File: config.mk
export PLATFORM = sky130hd
export DESIGN_NAME = core_inst_sequencer_flat
export DESIGN_NICKNAME = d
export VERILOG_FILES = /design/src/rtl/core_inst_sequencer_pkg.sv /design/src/rtl/core_inst_sequencer_if.sv /design/src/rtl/core_inst_sequencer_inst_encode.sv /design/src/rtl/core_inst_sequencer.sv /design/src/flat_wrapper.sv
export SDC_FILE = /design/constraint.sdc
export NUM_CORES = 1
export LEC_CHECK = 0
export ABC_AREA = 1
export BUFFER_PORTS_ARGS = -buffer_cell sky130_fd_sc_hd__buf_2
export CAP_MARGIN = 0
export CELL_PAD_IN_SITES_DETAIL_PLACEMENT = 1
export CELL_PAD_IN_SITES_GLOBAL_PLACEMENT = 2
export CORE_AREA = 3 3 120 122
export CTS_CLUSTER_DIAMETER = 60
export DETAILED_ROUTE_END_ITERATION = 6
export DIE_AREA = 0 0 123 125
export PLACE_DENSITY = 0.85
export SLEW_MARGIN = 5
export SYNTH_ARGS = -nofsm -noshare
export SYNTH_HDL_FRONTEND = slang
export SYNTH_SLANG_ARGS = --single-unit
File: constraint.sdc
create_clock -name clk -period 3.74 [get_ports clk]
set_clock_uncertainty 0.1 [all_clocks]
set_input_delay 0.748 -clock clk [delete_from_list [all_inputs] [get_ports clk]]
set_output_delay 0.748 -clock clk [all_outputs]
set_load 0.005 [all_outputs]
File: src/rtl/core_inst_sequencer_pkg.sv
// Shared constants, state encoding and instruction field layout for the
// weight-stationary instruction sequencer.
package core_inst_sequencer_pkg;

    localparam int unsigned COL        = 8;
    localparam int unsigned ROW        = 8;
    localparam int unsigned LEN_NIJ    = 36;
    localparam int unsigned LEN_KIJ    = 9;
    localparam int unsigned LEN_ONIJ   = 16;
    localparam int unsigned ADDR_W     = 11;
    localparam int unsigned RST_CYCLES = 4;
    localparam int unsigned CNT_W      = 9;
    localparam int unsigned INST_W     = 35;

    localparam logic [ADDR_W-1:0] W_BASE = 11'h400;

    localparam int unsigned INST_MODE     = 34;
    localparam int unsigned INST_ACC      = 33;
    localparam int unsigned INST_CEN_PMEM = 32;
    localparam int unsigned INST_WEN_PMEM = 31;
    localparam int unsigned A_PMEM_LSB    = 20;
    localparam int unsigned INST_CEN_XMEM = 19;
    localparam int unsigned INST_WEN_XMEM = 18;
    localparam int unsigned A_XMEM_LSB    = 7;
    localparam int unsigned INST_OFIFO_RD = 6;
    localparam int unsigned INST_IFIFO_WR = 5;
    localparam int unsigned INST_IFIFO_RD = 4;
    localparam int unsigned INST_L0_RD    = 3;
    localparam int unsigned INST_L0_WR    = 2;
    localparam int unsigned INST_EXECUTE  = 1;
    localparam int unsigned INST_LOAD     = 0;

    // Both memories deselected and write-disabled, every strobe low.
    localparam logic [INST_W-1:0] IDLE_INST =
        (INST_W'(1) << INST_CEN_PMEM) | (INST_W'(1) << INST_WEN_PMEM) |
        (INST_W'(1) << INST_CEN_XMEM) | (INST_W'(1) << INST_WEN_XMEM);

    typedef enum logic [3:0] {
        ST_IDLE, ST_CRST, ST_WL0, ST_WLOAD, ST_AL0,
        ST_EXEC, ST_OFRD, ST_ORST, ST_ACC, ST_DONE
    } state_e;

    typedef struct packed {
        logic              mode;
        logic              acc;
        logic              cen_pmem;
        logic              wen_pmem;
        logic [ADDR_W-1:0] a_pmem;
        logic              cen_xmem;
        logic              wen_xmem;
        logic [ADDR_W-1:0] a_xmem;
        logic              ofifo_rd;
        logic              ififo_wr;
        logic              ififo_rd;
        logic              l0_rd;
        logic              l0_wr;
        logic              execute;
        logic              load;
    } inst_fields_t;

    // Number of cycles spent in a state; weight phases double in 2-bit mode.
    function automatic logic [CNT_W-1:0] state_len(state_e st, logic m);
        int unsigned nw;
        int unsigned len;
        nw = m ? 2 * COL : COL;
        case (st)
            ST_CRST:  len = RST_CYCLES;
            ST_WL0:   len = nw;
            ST_WLOAD: len = nw + ROW + 2;
            ST_AL0:   len = LEN_NIJ;
            ST_EXEC:  len = LEN_NIJ + ROW + COL;
            ST_OFRD:  len = LEN_NIJ;
            ST_ACC:   len = LEN_KIJ + 1;
            default:  len = 1;
        endcase
        return CNT_W'(len);
    endfunction

endpackage

File: src/rtl/core_inst_sequencer_if.sv
// Control and instruction bus between the sequencer and the core/CSR side.
interface core_inst_sequencer_if;
    import core_inst_sequencer_pkg::*;

    logic              start;
    logic              mode_i;
    logic [ADDR_W-1:0] acc_addr;
    logic [3:0]        acc_onij;
    logic [3:0]        acc_kij;
    logic [INST_W-1:0] inst;
    logic              core_reset;
    logic              busy;
    logic              done;
    logic [3:0]        kij_idx;

    modport master (
        input  start, mode_i, acc_addr,
        output acc_onij, acc_kij, inst, core_reset, busy, done, kij_idx
    );

    modport slave (
        output start, mode_i, acc_addr,
        input  acc_onij, acc_kij, inst, core_reset, busy, done, kij_idx
    );
endinterface

File: src/rtl/core_inst_sequencer_inst_encode.sv
// Packs named instruction fields into the 35-bit core instruction word.
module core_inst_sequencer_inst_encode
    import core_inst_sequencer_pkg::*;
(
    input  inst_fields_t      fields,
    output logic [INST_W-1:0] inst_c
);
    always_comb begin
        inst_c                            = '0;
        inst_c[INST_MODE]                 = fields.mode;
        inst_c[INST_ACC]                  = fields.acc;
        inst_c[INST_CEN_PMEM]             = fields.cen_pmem;
        inst_c[INST_WEN_PMEM]             = fields.wen_pmem;
        inst_c[A_PMEM_LSB +: ADDR_W]      = fields.a_pmem;
        inst_c[INST_CEN_XMEM]             = fields.cen_xmem;
        inst_c[INST_WEN_XMEM]             = fields.wen_xmem;
        inst_c[A_XMEM_LSB +: ADDR_W]      = fields.a_xmem;
        inst_c[INST_OFIFO_RD]             = fields.ofifo_rd;
        inst_c[INST_IFIFO_WR]             = fields.ififo_wr;
        inst_c[INST_IFIFO_RD]             = fields.ififo_rd;
        inst_c[INST_L0_RD]                = fields.l0_rd;
        inst_c[INST_L0_WR]                = fields.l0_wr;
        inst_c[INST_EXECUTE]              = fields.execute;
        inst_c[INST_LOAD]                 = fields.load;
    end
endmodule

File: src/rtl/core_inst_sequencer.sv
// Weight-stationary tile sequencer: per-kij load/stream/execute/dump, then
// per-onij PMEM accumulation; all outputs are registered decodes of the FSM.
module core_inst_sequencer
    import core_inst_sequencer_pkg::*;
(
    input logic                   clk,
    input logic                   reset,
    core_inst_sequencer_if.master bus
);
    state_e            state, state_nxt;
    logic [CNT_W-1:0]  cnt, cnt_nxt, idx, idx_nxt;
    logic [3:0]        kij, kij_nxt, onij, onij_nxt;
    logic [ADDR_W-1:0] pmem_ptr, pmem_ptr_nxt;
    logic              run_mode, run_mode_nxt;
    inst_fields_t      fields;
    logic [INST_W-1:0] inst_c;
    logic              core_reset_d, busy_d, done_d;
    logic [3:0]        acc_onij_d, acc_kij_d;

    // Position within the current (and next) state, counting up from 0.
    assign idx     = state_len(state, run_mode) - CNT_W'(1) - cnt;
    assign idx_nxt = state_len(state_nxt, run_mode_nxt) - CNT_W'(1) - cnt_nxt;

    always_ff @(posedge clk or posedge reset) begin
        if (reset) begin
            state    <= ST_IDLE;
            cnt      <= '0;
            kij      <= '0;
            onij     <= '0;
            pmem_ptr <= '0;
            run_mode <= 1'b0;
        end else begin
            state    <= state_nxt;
            cnt      <= cnt_nxt;
            kij      <= kij_nxt;
            onij     <= onij_nxt;
            pmem_ptr <= pmem_ptr_nxt;
            run_mode <= run_mode_nxt;
        end
    end

    always_comb begin
        state_nxt    = state;
        cnt_nxt      = cnt;
        kij_nxt      = kij;
        onij_nxt     = onij;
        pmem_ptr_nxt = pmem_ptr;
        run_mode_nxt = run_mode;
        if (state != ST_IDLE && cnt != '0) cnt_nxt = cnt - CNT_W'(1);
        case (state)
            ST_IDLE: if (bus.start) begin
                state_nxt    = ST_CRST;
                run_mode_nxt = bus.mode_i;
                kij_nxt      = '0;
                onij_nxt     = '0;
                pmem_ptr_nxt = '0;
            end
            ST_CRST:  if (cnt == '0) state_nxt = ST_WL0;
            ST_WL0:   if (cnt == '0) state_nxt = ST_WLOAD;
            ST_WLOAD: if (cnt == '0) state_nxt = ST_AL0;
            ST_AL0:   if (cnt == '0) state_nxt = ST_EXEC;
            ST_EXEC:  if (cnt == '0) state_nxt = ST_OFRD;
            ST_OFRD: begin
                pmem_ptr_nxt = pmem_ptr + ADDR_W'(1);
                if (cnt == '0) begin
                    if (kij < 4'(LEN_KIJ - 1)) begin
                        kij_nxt   = kij + 4'd1;
                        state_nxt = ST_CRST;
                    end else begin
                        onij_nxt  = '0;
                        state_nxt = ST_ORST;
                    end
                end
            end
            ST_ORST: if (cnt == '0) state_nxt = ST_ACC;
            ST_ACC: if (cnt == '0) begin
                if (onij < 4'(LEN_ONIJ - 1)) begin
                    onij_nxt  = onij + 4'd1;
                    state_nxt = ST_ORST;
                end else begin
                    state_nxt = ST_DONE;
                end
            end
            ST_DONE: state_nxt = ST_IDLE;
            default: state_nxt = ST_IDLE;
        endcase
        if (state_nxt != state) cnt_nxt = state_len(state_nxt, run_mode_nxt) - CNT_W'(1);
    end

    always_comb begin
        fields          = '0;
        fields.cen_pmem = 1'b1;
        fields.wen_pmem = 1'b1;
        fields.cen_xmem = 1'b1;
        fields.wen_xmem = 1'b1;
        fields.mode     = (state != ST_IDLE) ? run_mode : 1'b0;
        core_reset_d    = 1'b0;
        done_d          = 1'b0;
        busy_d          = (state != ST_IDLE);
        // Lookup index leads by one cycle so acc_addr is valid while in ACC.
        acc_onij_d = (state_nxt == ST_ORST || state_nxt == ST_ACC) ? onij_nxt : 4'd0;
        acc_kij_d  = (state_nxt == ST_ACC && idx_nxt < CNT_W'(LEN_KIJ)) ? 4'(idx_nxt) : 4'd0;
        case (state)
            ST_CRST, ST_ORST: core_reset_d = 1'b1;
            ST_WL0: begin
                fields.cen_xmem = 1'b0;
                fields.l0_wr    = 1'b1;
                fields.a_xmem   = W_BASE + ADDR_W'(idx);
            end
            ST_WLOAD: begin
                fields.load  = 1'b1;
                fields.l0_rd = (idx < CNT_W'(run_mode ? 2 * COL : COL));
            end
            ST_AL0: begin
                fields.cen_xmem = 1'b0;
                fields.l0_wr    = 1'b1;
                fields.a_xmem   = ADDR_W'(idx);
            end
            ST_EXEC: begin
                fields.execute = 1'b1;
                fields.l0_rd   = 1'b1;
            end
            ST_OFRD: begin
                fields.ofifo_rd = 1'b1;
                fields.cen_pmem = 1'b0;
                fields.wen_pmem = 1'b0;
                fields.a_pmem   = pmem_ptr;
            end
            ST_ACC: begin
                fields.acc = (idx != '0);
                if (idx < CNT_W'(LEN_KIJ)) begin
                    fields.cen_pmem = 1'b0;
                    fields.a_pmem   = bus.acc_addr;
                end
            end
            ST_DONE: done_d = 1'b1;
            default: ;
        endcase
    end

    core_inst_sequencer_inst_encode u_encode (
        .fields (fields),
        .inst_c (inst_c)
    );

    always_ff @(posedge clk or posedge reset) begin
        if (reset) begin
            bus.inst       <= IDLE_INST;
            bus.core_reset <= 1'b0;
            bus.busy       <= 1'b0;
            bus.done       <= 1'b0;
            bus.kij_idx    <= '0;
            bus.acc_onij   <= '0;
            bus.acc_kij    <= '0;
        end else begin
            bus.inst       <= inst_c;
            bus.core_reset <= core_reset_d;
            bus.busy       <= busy_d;
            bus.done       <= done_d;
            bus.kij_idx    <= kij;
            bus.acc_onij   <= acc_onij_d;
            bus.acc_kij    <= acc_kij_d;
        end
    end
endmodule
File: src/flat_wrapper.sv
// flat-port wrapper written by rule: the top's interface ports become plain ports
module core_inst_sequencer_flat import core_inst_sequencer_pkg::*;
  (clk, reset, bus_start, bus_mode_i, bus_acc_addr, bus_acc_onij, bus_acc_kij, bus_inst, bus_core_reset, bus_busy, bus_done, bus_kij_idx);
  core_inst_sequencer_if bus_i ();
  input logic clk;
  input logic reset;
  input wire logic [$bits(bus_i.start)-1:0] bus_start;
  input wire logic [$bits(bus_i.mode_i)-1:0] bus_mode_i;
  input wire logic [$bits(bus_i.acc_addr)-1:0] bus_acc_addr;
  output wire logic [$bits(bus_i.acc_onij)-1:0] bus_acc_onij;
  output wire logic [$bits(bus_i.acc_kij)-1:0] bus_acc_kij;
  output wire logic [$bits(bus_i.inst)-1:0] bus_inst;
  output wire logic [$bits(bus_i.core_reset)-1:0] bus_core_reset;
  output wire logic [$bits(bus_i.busy)-1:0] bus_busy;
  output wire logic [$bits(bus_i.done)-1:0] bus_done;
  output wire logic [$bits(bus_i.kij_idx)-1:0] bus_kij_idx;
  assign bus_i.start = bus_start;
  assign bus_i.mode_i = bus_mode_i;
  assign bus_i.acc_addr = bus_acc_addr;
  assign bus_acc_onij = bus_i.acc_onij;
  assign bus_acc_kij = bus_i.acc_kij;
  assign bus_inst = bus_i.inst;
  assign bus_core_reset = bus_i.core_reset;
  assign bus_busy = bus_i.busy;
  assign bus_done = bus_i.done;
  assign bus_kij_idx = bus_i.kij_idx;
  core_inst_sequencer u_core (.clk(clk), .reset(reset), .bus(bus_i));
endmodule
==> flow_metrics.tcl, run 1 <==
set metrics [dict create \
    outcome "complete, no violations" \
    dp_slack_ps -50.2 \
    power.switching_mw 2.99 \
    crit_type "reg -> reg" \
    total_power_mw 6.31 \
    maxSlewViolCount 0 \
    async_reset_ff_frac 1.00 \
    fill_cells 1613 \
    synthCells 550 \
    stdcell_count 832 \
    fin_ws_ps 7.39 \
    die_w_um 123 \
    detailed_place_hpwl_mm 9.03 \
    drc_errors 0 \
    rows 42 \
    synth_edf_count 0 \
    io_pins 65 \
    finalCriticalPeriod_ps 3730 \
    overflow 0 \
    placed_cell_area_um2 5090 \
    cp.arrival_ps 3900 \
    drt_iter0_markers 175 \
    ant_nets 0 \
    slew_headroom 0.372 \
    yosysUniqueCellTypes 46 \
    yosysMostFrequentCell "nand2_1" \
    timing.final.crit_share 0.998 \
    p_comb_frac 0.676 \
    synth_commonest_cells "nand2_1, dfrtp_1, inv_1" \
    dieHeight_um 125 \
    endpoint_kind "flip-flop" \
    clk_latency_ps 340 \
    start_util 0.340 \
    dp_cells 792 \
    final_util 0.439 \
    clk_pin_slew_ps 60 \
    cts.htree.levels 3 \
    vias 3949 \
    synthTopCellsByArea "dfrtp_1, nand2_1, inv_1, nor2_1, ha_1" \
    grt_usage 0.157 \
    drt_wl_total_mm 12.5 \
    ys_seq_area_frac 0.438 \
    seqCellArea_um2 1980 \
    multi_input_area_um2 2390 \
    yosysWarnings 0 \
    dieArea_um2 15400 \
    core_area_um2 13300 \
    p_int_mw 3.32 \
    final_area_um2 5840 \
    ctsHoldBuffers 0 \
    min_path_type "reg -> reg" \
    dr.pass1.iters 4 \
    synth_area_per_cell_um2 8.22 \
    hold_viol_final 0 \
    ys.flop_type "dfrtp_1" \
    swShare 0.474 \
    tns_ps 0 \
    cap_violations 0 \
    grt_antenna_before_repair 0 \
    clock-sinks 79 \
    num_antenna_cells 0 \
    holdWs_ps 327 \
    finalSetupViolations 0 \
    worstMarginPinSlew_ps 940 \
    grt_pass1_vias 3940 \
    cp_max_fo 8 \
    cts_buffers 9 \
    netlist.area_leader.share 0.421 \
    place.gp.congestion 0.833 \
    leakagePower_nw 3.01 \
    rsz0062_at_grt "true" \
    cts_buffer_depth 2 \
    portBuffers 60 \
    required_ps 3910 \
    routedWlPerCell_um 15.0 \
    root_buffer "clkbuf_16" \
    pwr-share-seq 0.177 \
    synth_top_area_cell "dfrtp_1" \
    syn_area_um2 4520 \
    cts_tree "yes" \
    clkPwrFrac 0.147 \
    synthToLayoutAreaGrowth_pct 29.2 \
    grt_max_degree 53 \
    ys_ff_latch 79 \
    grt_pass1_wl_mm 19.5 \
    nets 686 \
    peakVddDrop_mv 0.451 \
    power.density_nw_per_um2 1080 \
    viasPerCell 4.75 \
    cp-start-kind "flip-flop" \
    timing.fmax_ghz 0.268 \
    drive_above_1_share 0.355 \
]
[final cells by class]
type                            count  area share
Clock inverter                      5      0.0109
Tap cell                          176      0.0377
Timing Repair Buffer               99       0.102
Multi-Input combinational cell    374       0.409
Inverter                           88      0.0576
Sequential cell                    79       0.340
Clock buffer                       11      0.0433
[worst max-delay path: stages, from the launching register on]
cell	delay [ps]
dfrtp_1	390
inv_2	100
ha_4	140
nand2_1	60
nor2_2	170
nand2_4	140
a31oi_1	330
nand2_4	130
nand2_4	110
nor2_4	50
nor2_4	130
nand3_4	100
a21oi_4	190
ha_4	160
inv_2	40
fa_2	390
xnor2_2	160
inv_1	90
a31o_2	150
nand3_2	80
nor2_2	120
nand3_2	130
nor3_2	180
[path summary, 6_finish.rpt]
check,from,end,slack (ps),cells past startpoint
max,u_core.cnt[1],u_core.bus.acc_kij[3],7,22
min,u_core.kij[3],u_core.bus.kij_idx[3],330,0
max reg2reg,u_core.cnt[1],u_core.bus.acc_kij[3],7,22
min reg2reg,u_core.kij[3],u_core.bus.kij_idx[3],330,0
max in group asynchronous,reset,u_core.bus.inst[19],2240,3
min in group asynchronous,reset,u_core.bus.inst[21],480,2
[state kept, by name (all words and copies together) (netlist names)]
name	flops
u_core.bus.inst	31
u_core.pmem_ptr	11
u_core.cnt	9
u_core.bus.acc_kij	4
u_core.bus.acc_onij	4
u_core.bus.kij_idx	4
u_core.kij	4
u_core.onij	4
u_core.state	4
u_core.bus.busy	1
u_core.bus.core_reset	1
u_core.bus.done	1
u_core.run_mode	1
[layout by cell type, fill, tap and decap left out, types with 10 or more instances in the layout]
cell / instances
nand2_1: 99
dfrtp_1: 73
inv_1: 62
buf_2: 60
nor2_1: 51
buf_4: 39
inv_2: 24
nand3_1: 22
a21oi_1: 22
o21ai_0: 19
nor2_2: 15
ha_1: 15
nor2_4: 14
nand2_2: 13
nand2_4: 10
xor2_1: 10
o22ai_1: 10
[power groups by stage]
stage / clock [mW] / combinational, mW / sequential [mW]
after floorplan: 0 / 2.54 / 1.12
after global placement: 0 / 3.28 / 1.13
after detailed placement: 0 / 3.38 / 1.13
after CTS: 0.941 / 3.53 / 1.12
after global routing: 0.989 / 4.75 / 1.14
final: 0.925 / 4.27 / 1.12
[metal layers]
metal / share of wire / track usage / vias to the layer above / wire [µm]
met5: 0 / 0 / - / 0
met4: 0.020 / 0.0528 / 0 / 253
met3: 0.044 / 0.0271 / 15 / 543
met2: 0.49 / 0.268 / 71 / 6140
met1: 0.44 / 0.201 / 1909 / 5540
li1: - / - / 1954 / -
[what timing repair did]
| action | in CTS | in global routing |
|---|---|---|
| gates resized for setup | 8 | 59 |
| setup endpoints to repair | 4 | 16 |
| pin swaps | 3 | 24 |
| endpoints found under the hold margin | 0 | 0 |
| buffers inserted | 4 | 20 |
[kinds of logic after synthesis]
logic type                 after synthesis  synth area share
AOI/OAI and AO/OA                       81             0.109
adders and majority gates               20            0.0587
DFF                                     79             0.438
and+or+nand+nor                        251             0.268
xor gates and xnor gates                18            0.0349
buffers and inverters                   99            0.0894
other                                    2           0.00166
Note: power is estimated with default switching activity, not from simulation.
==> run 2, diff against run 1 <==
PLACE_DENSITY = default   (was 0.85)
PLACE_DENSITY_LB_ADDON = 0.1   (was default)
==> run 2 against run 1 <==
- global-route usage rose by 1.6 points
- hold slack got worse by 15 ps
- fmax rose by 1.4%
- register-to-register slack improved by 50 ps
- largest cell class unchanged
==> flow_metrics.tcl, run 2 (synthesized netlist as in run 1, its figures left out) <==
set metrics [dict create \
    outcome "complete, no violations" \
    cp_max_fo 8 \
    dieHeight_um 125 \
    die_w_um 123 \
    synthToLayoutAreaGrowth_pct 31.1 \
    final_area_um2 5930 \
    cts_tree "yes" \
    power.density_nw_per_um2 1090 \
    drc_errors 0 \
    pwr-share-seq 0.174 \
    dr.pass1.iters 4 \
    final_common_cell "nand2_1" \
    timing.final.crit_share 0.984 \
    grt_usage 0.173 \
    overflow 0 \
    cts_buffers 9 \
    start_util 0.340 \
    power.switching_mw 3.01 \
    slew_headroom 0.642 \
    drive_above_1_share 0.372 \
    hold_start "u_core.kij[3]" \
    cts.htree.levels 3 \
    detailed_place_hpwl_mm 9.81 \
    ant_nets 0 \
    hold_end "u_core.bus.kij_idx[3]" \
    drt_wl_total_mm 12.8 \
    swShare 0.465 \
    cp.arrival_ps 3850 \
    cpPeakStageDelay_ps 390 \
    slowest_stage "dfrtp_1" \
    routedWlPerCell_um 15.1 \
    hold_depth 0 \
    cp-start-kind "flip-flop" \
    endpoint_kind "flip-flop" \
    p_int_mw 3.46 \
    clk_latency_ps 350 \
    maxSlewViolCount 0 \
    required_ps 3910 \
    place.gp.congestion 0.789 \
    tns_ps 0 \
    hold_viol_final 0 \
    clk_pin_slew_ps 60 \
    portBuffers 60 \
    finalSetupViolations 0 \
    clock-sinks 79 \
    cts_buffer_depth 2 \
    reg_top3 "u_core.bus.inst (31), u_core.pmem_ptr (11), u_core.cnt (9)" \
    vias 3941 \
    reg2reg_from "u_core.cnt[1]" \
    ctsHoldBuffers 0 \
    grt_pass1_vias 4159 \
    num_antenna_cells 0 \
    nets 702 \
    grt_pass1_wl_mm 20.9 \
    finalCriticalPeriod_ps 3680 \
    clkPwrFrac 0.141 \
    timing.fmax_ghz 0.272 \
    placed_cell_area_um2 5250 \
    layout_common_cells "nand2_1, dfrtp_1, inv_1" \
    peakVddDrop_mv 1.04 \
    p_comb_frac 0.686 \
    crit_type "reg -> reg" \
    cap_violations 0 \
    root_buffer "clkbuf_16" \
    grt_max_degree 34 \
    rows 42 \
    largest_reg_flops 31 \
    drt_iter0_markers 177 \
    core_area_um2 13300 \
    dieArea_um2 15400 \
    r2r_setup_slack_ps 60 \
    min_path_type "reg -> reg" \
    r2r_cells 26 \
    grt_antenna_before_repair 0 \
    regToRegEndpoint "u_core.bus.acc_kij[1]" \
    regMostFlops "u_core.bus.inst" \
    worstMarginPinSlew_ps 536 \
    rsz0062_at_grt "true" \
    leakagePower_nw 3.05 \
    viasPerCell 4.65 \
    io_pins 65 \
]
[run 2: worst max-delay path, delay by kind of cell, from the launching register on]
family	cells	cell delay, ps
compound gates	2	320
fa+ha+maj	3	710
xor+xnor	1	140
flops	1	390
buf+inv	4	240
simple gates	16	1710
[run 2: repair_timing]
item                                    CTS  global route
endpoints found under the setup margin    4            16
resized for setup                         3            61
gates cloned                              0             0
buffers inserted                          8            11
pin swaps                                 4            27
[run 2: worst max-delay path by stage]
stage | startpoint | slack (ps) | depth (start not counted) | to
6_report | u_core.cnt[1] | 60 | 26 | u_core.bus.acc_kij[1]
5_1_grt | u_core.cnt[1] | -200 | 26 | u_core.bus.acc_kij[2]
4_1_cts | u_core.cnt[1] | 4 | 27 | u_core.bus.acc_kij[2]
3_5_place_dp | u_core.state[3] | -130 | 24 | u_core.bus.acc_kij[0]
3_3_place_gp | u_core.state[2] | 80 | 24 | u_core.bus.acc_kij[3]
2_1_floorplan | u_core.cnt[0] | 290 | 26 | u_core.bus.acc_kij[3]
[run 2: cell type report]
class                      instances  area [µm²]
clock buffer                       9         225
clock inverter                     7        80.1
fill                            1609        7370
inverter                          88         337
multi-input combinational        374        2370
sequential                        79        1990
tap                              176         220
timing repair buffer             115         713
[run 2: layer usage]
metal  global-route usage  vias up  share of wire
met3               0.0307       11          0.035
met4               0.0658        0          0.013
met2                0.271       55           0.47
li1                     -     1980              -
met1                0.237     1895           0.48
met5                    0        -              0
[run 2: per-stage QoR]
stage               cells  setup WS, ps  hold slack [ps]  power (mW)   util
global route          848          -199              331        7.10  0.446
floorplan             552           294              274        3.67      -
global placement      813          75.5              290        4.88  0.395
detailed placement    813          -135              299        4.92  0.395
CTS                   837          3.74              316        5.91  0.423
finish                848          59.6              311        6.48  0.446
[run 2: power by group through the flow]
stage	combinational, mW	clock (mW)	sequential [mW]
6_report	4.44	0.910	1.13
5_1_grt	4.98	0.981	1.15
4_1_cts	3.86	0.939	1.12
3_5_place_dp	3.79	0	1.13
2_1_floorplan	2.54	0	1.12
3_3_place_gp	3.75	0	1.13
